`config.mk`:
```
export PLATFORM = sky130hd
export DESIGN_NAME = axi_reader
export DESIGN_NICKNAME = d
export VERILOG_FILES = /design/src/rtl/axi_reader_pkg.sv /design/src/rtl/axi_reader.sv
export SDC_FILE = /design/constraint.sdc
export NUM_CORES = 1
export LEC_CHECK = 0
export CAP_MARGIN = 20
export CORE_AREA = 2 2 479 481
export DETAILED_ROUTE_END_ITERATION = 12
export DIE_AREA = 0 0 481 483
export HOLD_SLACK_MARGIN = 0.08
export PLACE_DENSITY_LB_ADDON = 0.15
export SYNTH_ARGS = -nofsm -noshare
export SYNTH_HDL_FRONTEND = slang
export SYNTH_SLANG_ARGS = --single-unit
```
`constraint.sdc`:
```
create_clock -name clk -period 2 [get_ports clk]
set_clock_uncertainty 0.2 [all_clocks]
set_input_delay 0.3 -clock clk [delete_from_list [all_inputs] [get_ports clk]]
set_output_delay 0.3 -clock clk [all_outputs]
set_load 0.05 [all_outputs]
```
`src/rtl/axi_reader_pkg.sv`:
```
// Shared types and constants for the single-beat AXI read engine.
package axi_reader_pkg;

    typedef enum logic [1:0] {
        ST_IDLE    = 2'd0,
        ST_RD_ADDR = 2'd1,
        ST_RD_DATA = 2'd2,
        ST_DONE    = 2'd3
    } state_e;

    // 64 bytes per beat, matching the 512-bit data bus
    localparam logic [2:0] AXI_SIZE_64B = 3'd6;

    localparam logic [1:0] RESP_OKAY   = 2'b00;
    localparam logic [1:0] RESP_EXOKAY = 2'b01;
    localparam logic [1:0] RESP_SLVERR = 2'b10;
    localparam logic [1:0] RESP_DECERR = 2'b11;

endpackage

```
`src/rtl/axi_reader.sv`:
```
// Issues one 64-byte AXI read per user request and returns the beat with status.
// Latency 4 cycles minimum (request to rready); AR/R stalls extend it, one read in flight.
module axi_reader
    import axi_reader_pkg::*;
#(
    parameter logic [15:0] ID_VALUE = 16'h0000
) (
    input  logic         clk,
    input  logic         nreset,
    input  logic         rvalid,
    input  logic [63:0]  raddr,
    output logic         rready,
    output logic [511:0] rdata,
    output logic [1:0]   rresp,
    output logic         rerr,
    output logic [31:0]  rcount,
    output logic [15:0]  m_axi_arid,
    output logic [63:0]  m_axi_araddr,
    output logic [7:0]   m_axi_arlen,
    output logic [2:0]   m_axi_arsize,
    output logic         m_axi_arvalid,
    input  logic         m_axi_arready,
    input  logic [15:0]  m_axi_rid,
    input  logic [511:0] m_axi_rdata,
    input  logic [1:0]   m_axi_rresp,
    input  logic         m_axi_rlast,
    input  logic         m_axi_rvalid,
    output logic         m_axi_rready
);

    state_e       state_q,   state_d;
    logic [63:0]  addr_q,    addr_d;
    logic [511:0] rdata_q,   rdata_d;
    logic [1:0]   rresp_q,   rresp_d;
    logic         rerr_q,    rerr_d;
    logic [31:0]  rcount_q,  rcount_d;
    logic         rready_q,  rready_d;
    logic         arvalid_q, arvalid_d;
    logic         axi_rready_q, axi_rready_d;

    always_comb begin
        state_d  = state_q;
        addr_d   = addr_q;
        rdata_d  = rdata_q;
        rresp_d  = rresp_q;
        rerr_d   = rerr_q;
        rcount_d = rcount_q;
        rready_d = 1'b0;
        case (state_q)
            ST_IDLE: begin
                if (rvalid) begin
                    state_d = ST_RD_ADDR;
                    addr_d  = raddr;
                end
            end
            ST_RD_ADDR: begin
                if (m_axi_arready) state_d = ST_RD_DATA;
            end
            ST_RD_DATA: begin
                if (m_axi_rvalid) begin
                    rdata_d = m_axi_rdata;
                    rresp_d = m_axi_rresp;
                    rerr_d  = (m_axi_rid != ID_VALUE) || !m_axi_rlast;
                    state_d = ST_DONE;
                end
            end
            ST_DONE: begin
                rready_d = 1'b1;
                rcount_d = rcount_q + 32'd1;
                state_d  = ST_IDLE;
            end
            default: state_d = ST_IDLE;
        endcase
        // Handshake outputs are registered from the next state so they track it exactly
        arvalid_d    = (state_d == ST_RD_ADDR);
        axi_rready_d = (state_d == ST_RD_DATA);
    end

    always_ff @(posedge clk or negedge nreset) begin
        if (!nreset) begin
            state_q      <= ST_IDLE;
            addr_q       <= '0;
            rdata_q      <= '0;
            rresp_q      <= '0;
            rerr_q       <= 1'b0;
            rcount_q     <= '0;
            rready_q     <= 1'b0;
            arvalid_q    <= 1'b0;
            axi_rready_q <= 1'b0;
        end else begin
            state_q      <= state_d;
            addr_q       <= addr_d;
            rdata_q      <= rdata_d;
            rresp_q      <= rresp_d;
            rerr_q       <= rerr_d;
            rcount_q     <= rcount_d;
            rready_q     <= rready_d;
            arvalid_q    <= arvalid_d;
            axi_rready_q <= axi_rready_d;
        end
    end

    assign rready        = rready_q;
    assign rdata         = rdata_q;
    assign rresp         = rresp_q;
    assign rerr          = rerr_q;
    assign rcount        = rcount_q;
    assign m_axi_arid    = ID_VALUE;
    assign m_axi_araddr  = addr_q;
    assign m_axi_arlen   = 8'd0;
    assign m_axi_arsize  = AXI_SIZE_64B;
    assign m_axi_arvalid = arvalid_q;
    assign m_axi_rready  = axi_rready_q;

endmodule

```
==> impl_metrics.tcl <==
set metrics [dict create \
    layout_commonest_cell "nand2_1" \
    firstDrtPassIters 5 \
    via_per_inst 3.185 \
    gr-total-overflow 0 \
    relSlewSlack 0.5125 \
    vias 23820 \
    cts_tree "yes" \
    max_freq_ghz 0.5244 \
    worst_slew_pin_slew_ps 731.2 \
    critPathTopFamily "buffers and inverters" \
    syn_area_mm2 0.02349 \
    timing.final.crit_period_ps 1907 \
    dp.cells 6725 \
    antenna_found_initial 38 \
    start_util 0.1035 \
    setup_viol 0 \
    synth_cell_types 36 \
    setup_slack_ps 93.06 \
    final_area_mm2 0.04795 \
    cts_made_buffers 88 \
    clock_sinks 616 \
    clk_path_buf_depth 3 \
    synth_seq_cells 616 \
    die-area_mm2 0.2323 \
    path_cells "dlygate4sd3_1 -> clkdlybuf4s50_1 -> nor4_1 -> dlygate4sd3_1 -> o21ai_0" \
    status "finished clean" \
    core_mm2 0.2268 \
    path_max_fanout 1 \
    grt_usage 0.1267 \
    path_clk_slew_ps 60 \
    boundaryPins 1241 \
    synth-simple-area-share 0.2658 \
    grt_max_degree 65 \
    synthAdderAreaFrac 0.0005328 \
    pre_cts_ws_ps -312.3 \
    synth_top_family_by_area "simple AND/OR/NAND/NOR gates" \
    peakVddDrop_mv 0.8860 \
    startpoint_type "input pin" \
    synth.avg_cell_area_um2 9.447 \
    crit_buf_inv 3 \
    nets 4980 \
    syn_inst 2486 \
    place_area_mm2 0.03921 \
    synth_xor_area_frac 0.01188 \
    final_cells 7479 \
    fp.dieW_um 481 \
    drv_cap 0 \
    finalPower_mw 81.82 \
    drv_slew 0 \
    area.growth.synth_to_final_pct 104.2 \
    final_util 0.2114 \
    critical_path_class "input pin to flip-flop" \
    rsz0062_at_grt "no" \
    drt_wl_total_mm 151.6 \
    min_path_type "input pin to flip-flop" \
    cts_root_buf "clkbuf_16" \
    drtIter0Drc 1036 \
    num_rows 175 \
    reg2reg_setup_slack_ps 110 \
    hold_viol_final 0 \
    synth.area.mux_share 0.03117 \
    cp-end-kind "flip-flop" \
    post-route-period-util 0.9535 \
    drc_errors 0 \
    cp_common_cell "dlygate4sd3_1" \
    seq_area_frac_synth 0.6564 \
    ant_nets 0 \
    routedWlPerCell_um 20.28 \
    critPathMaxStageDelay_ps 620 \
    power.density_mw_per_mm2 1706 \
    cp_data_required_time_ps 2380 \
    critPathSlowestCell "dlygate4sd3_1" \
    p_leak_nw 22.91 \
    final_cell_mix "nand2_1 (1,548), buf_4 (638), clkdlybuf4s50_1 (598)" \
    hpwlAfterDp_mm 123.2 \
    place.port_buffers 1213 \
    worst-endpoint-arrival_ps 2280 \
    layout-drive-gt1-share 0.2262 \
    grt_pass1_wl_mm 207.5 \
    yosys_warnings 0 \
    die_y_um 483 \
    place_congestion 0.8140 \
    grt_pass1_vias 25820 \
    synth_compound_area_frac 0.0007459 \
    htreeDepth 3 \
    clkLatencyLatePin_ps 710 \
]
==> stage by stage <==
step           hold WS (ps)  TNS, ps
2_1_floorplan        -195.6   -429.0
3_3_place_gp          123.4   -68700
3_5_place_dp          124.3   -83670
4_1_cts               85.21   -65.20
5_1_grt               80.26        0
6_report              145.1        0
==> worst reg2reg max path, cell delays in order, from the launching register on <==
cell	delay (ps)
dfrtp_1	380
buf_4	150
nor3b_4	260
buf_4	200
buf_12	160
buf_16	230
buf_4	150
nand2_1	50
nand2_1	60
==> state kept, by name (all words and copies together) (netlist names) <==
| register | flops |
|---|---|
| m_axi_araddr | 64 |
| m_axi_arvalid | 1 |
| m_axi_rready | 1 |
| rcount | 32 |
| rdata | 512 |
| rerr | 1 |
| rready | 1 |
| rresp | 2 |
| state_q | 2 |
==> path summary, 6_finish.rpt <==
path	from	end	depth (start not counted)
max in group asynchronous	nreset	rcount[4]$_DFFE_PN0P_	4
max	m_axi_rid[15]	rerr$_DFFE_PN0P_	5
min in group asynchronous	nreset	rdata[472]$_DFFE_PN0P_	4
max reg2reg	state_q[0]$_DFF_PN0_	rdata[357]$_DFFE_PN0P_	8
min	m_axi_rdata[14]	rdata[14]$_DFFE_PN0P_	3
min reg2reg	rdata[306]$_DFFE_PN0P_	rdata[306]$_DFFE_PN0P_	2
==> timing repair <==
action / in CTS / in global routing
pin swaps: 0 / 1
hold buffers: 571 / 1
setup buffers: 4 / 0
setup endpoints to repair: 74 / 15
endpoints found under the hold margin: 1185 / 1
resized for setup: 195 / 12
==> report_power, final <==
group | switching, mW | total (mW) | internal, mW | leakage [nW]
logic | 30.8 | 43.8 | 13.0 | 13.8
clock network | 6.58 | 16.2 | 9.64 | 1.44
registers | 3.75 | 21.8 | 18.1 | 7.68
total | 41.2 | 81.8 | 40.7 | 22.9
==> layout make-up <==
type                            instances  area, µm²
Inverter                                3      11.26
Sequential cell                       616      15450
Timing Repair Buffer                 1931      18320
Fill cell                           25040     178900
Antenna cell                           22      55.05
Tap cell                             3009       3765
Clock inverter                         22      309.0
Clock buffer                          137       2616
Multi-Input combinational cell       1739       7420
==> Yosys cell counts <==
library cell  instances  area, µm²
nand2_1            1548       5811
dfrtp_1             616      15410
buf_2                66      330.3
mux2_2               65      732.0
clkbuf_1             54      202.7
buf_4                27      202.7
xnor2_1              22      192.7
nand3_1              13      65.06
nand4_1              11      68.82
xor2_1                8      70.07
nor2_1                6      22.52
and2_1                5      31.28
and3_1                5      31.28
buf_1                 4      15.01
and4_1                3      26.28
inv_1                 3      11.26
nor3_1                3      15.01
nor4_1                3      18.77
and2_2                2      15.01
conb_1                2      7.510
nor3b_1               2      15.01
o21ai_0               2      10.01
or2_2                 2      12.51
or3_4                 2      22.52
a211oi_1              1      7.510
and3_2                1      7.510
and4_2                1      10.01
buf_6                 1      11.26
clkbuf_2              1      5.000
ha_1                  1      12.51
nand3b_1              1      7.510
nand4_2               1      12.51
nand4_4               1      21.27
nor4_4                1      21.27
nor4b_1               1      8.760
xnor2_2               1      16.27
==> cells by family after synthesis <==
logic type / Yosys count
AO/OA/AOI/OAI: 3
XOR/XNOR: 31
adder cells (fa/ha/maj): 1
buffers and inverters: 156
flip-flops: 616
multiplexers: 65
other: 2
AND/OR/NAND/NOR: 1612
==> routing by layer <==
layer	share of wire	wire (µm)	GRT usage
met4	0.031	4745	0.04021
met3	0.12	18800	0.07334
met5	0.0016	247	0.002486
met1	0.39	58830	0.1391
met2	0.46	69030	0.2036
No activity file was read; power rests on OpenSTA's default activity.
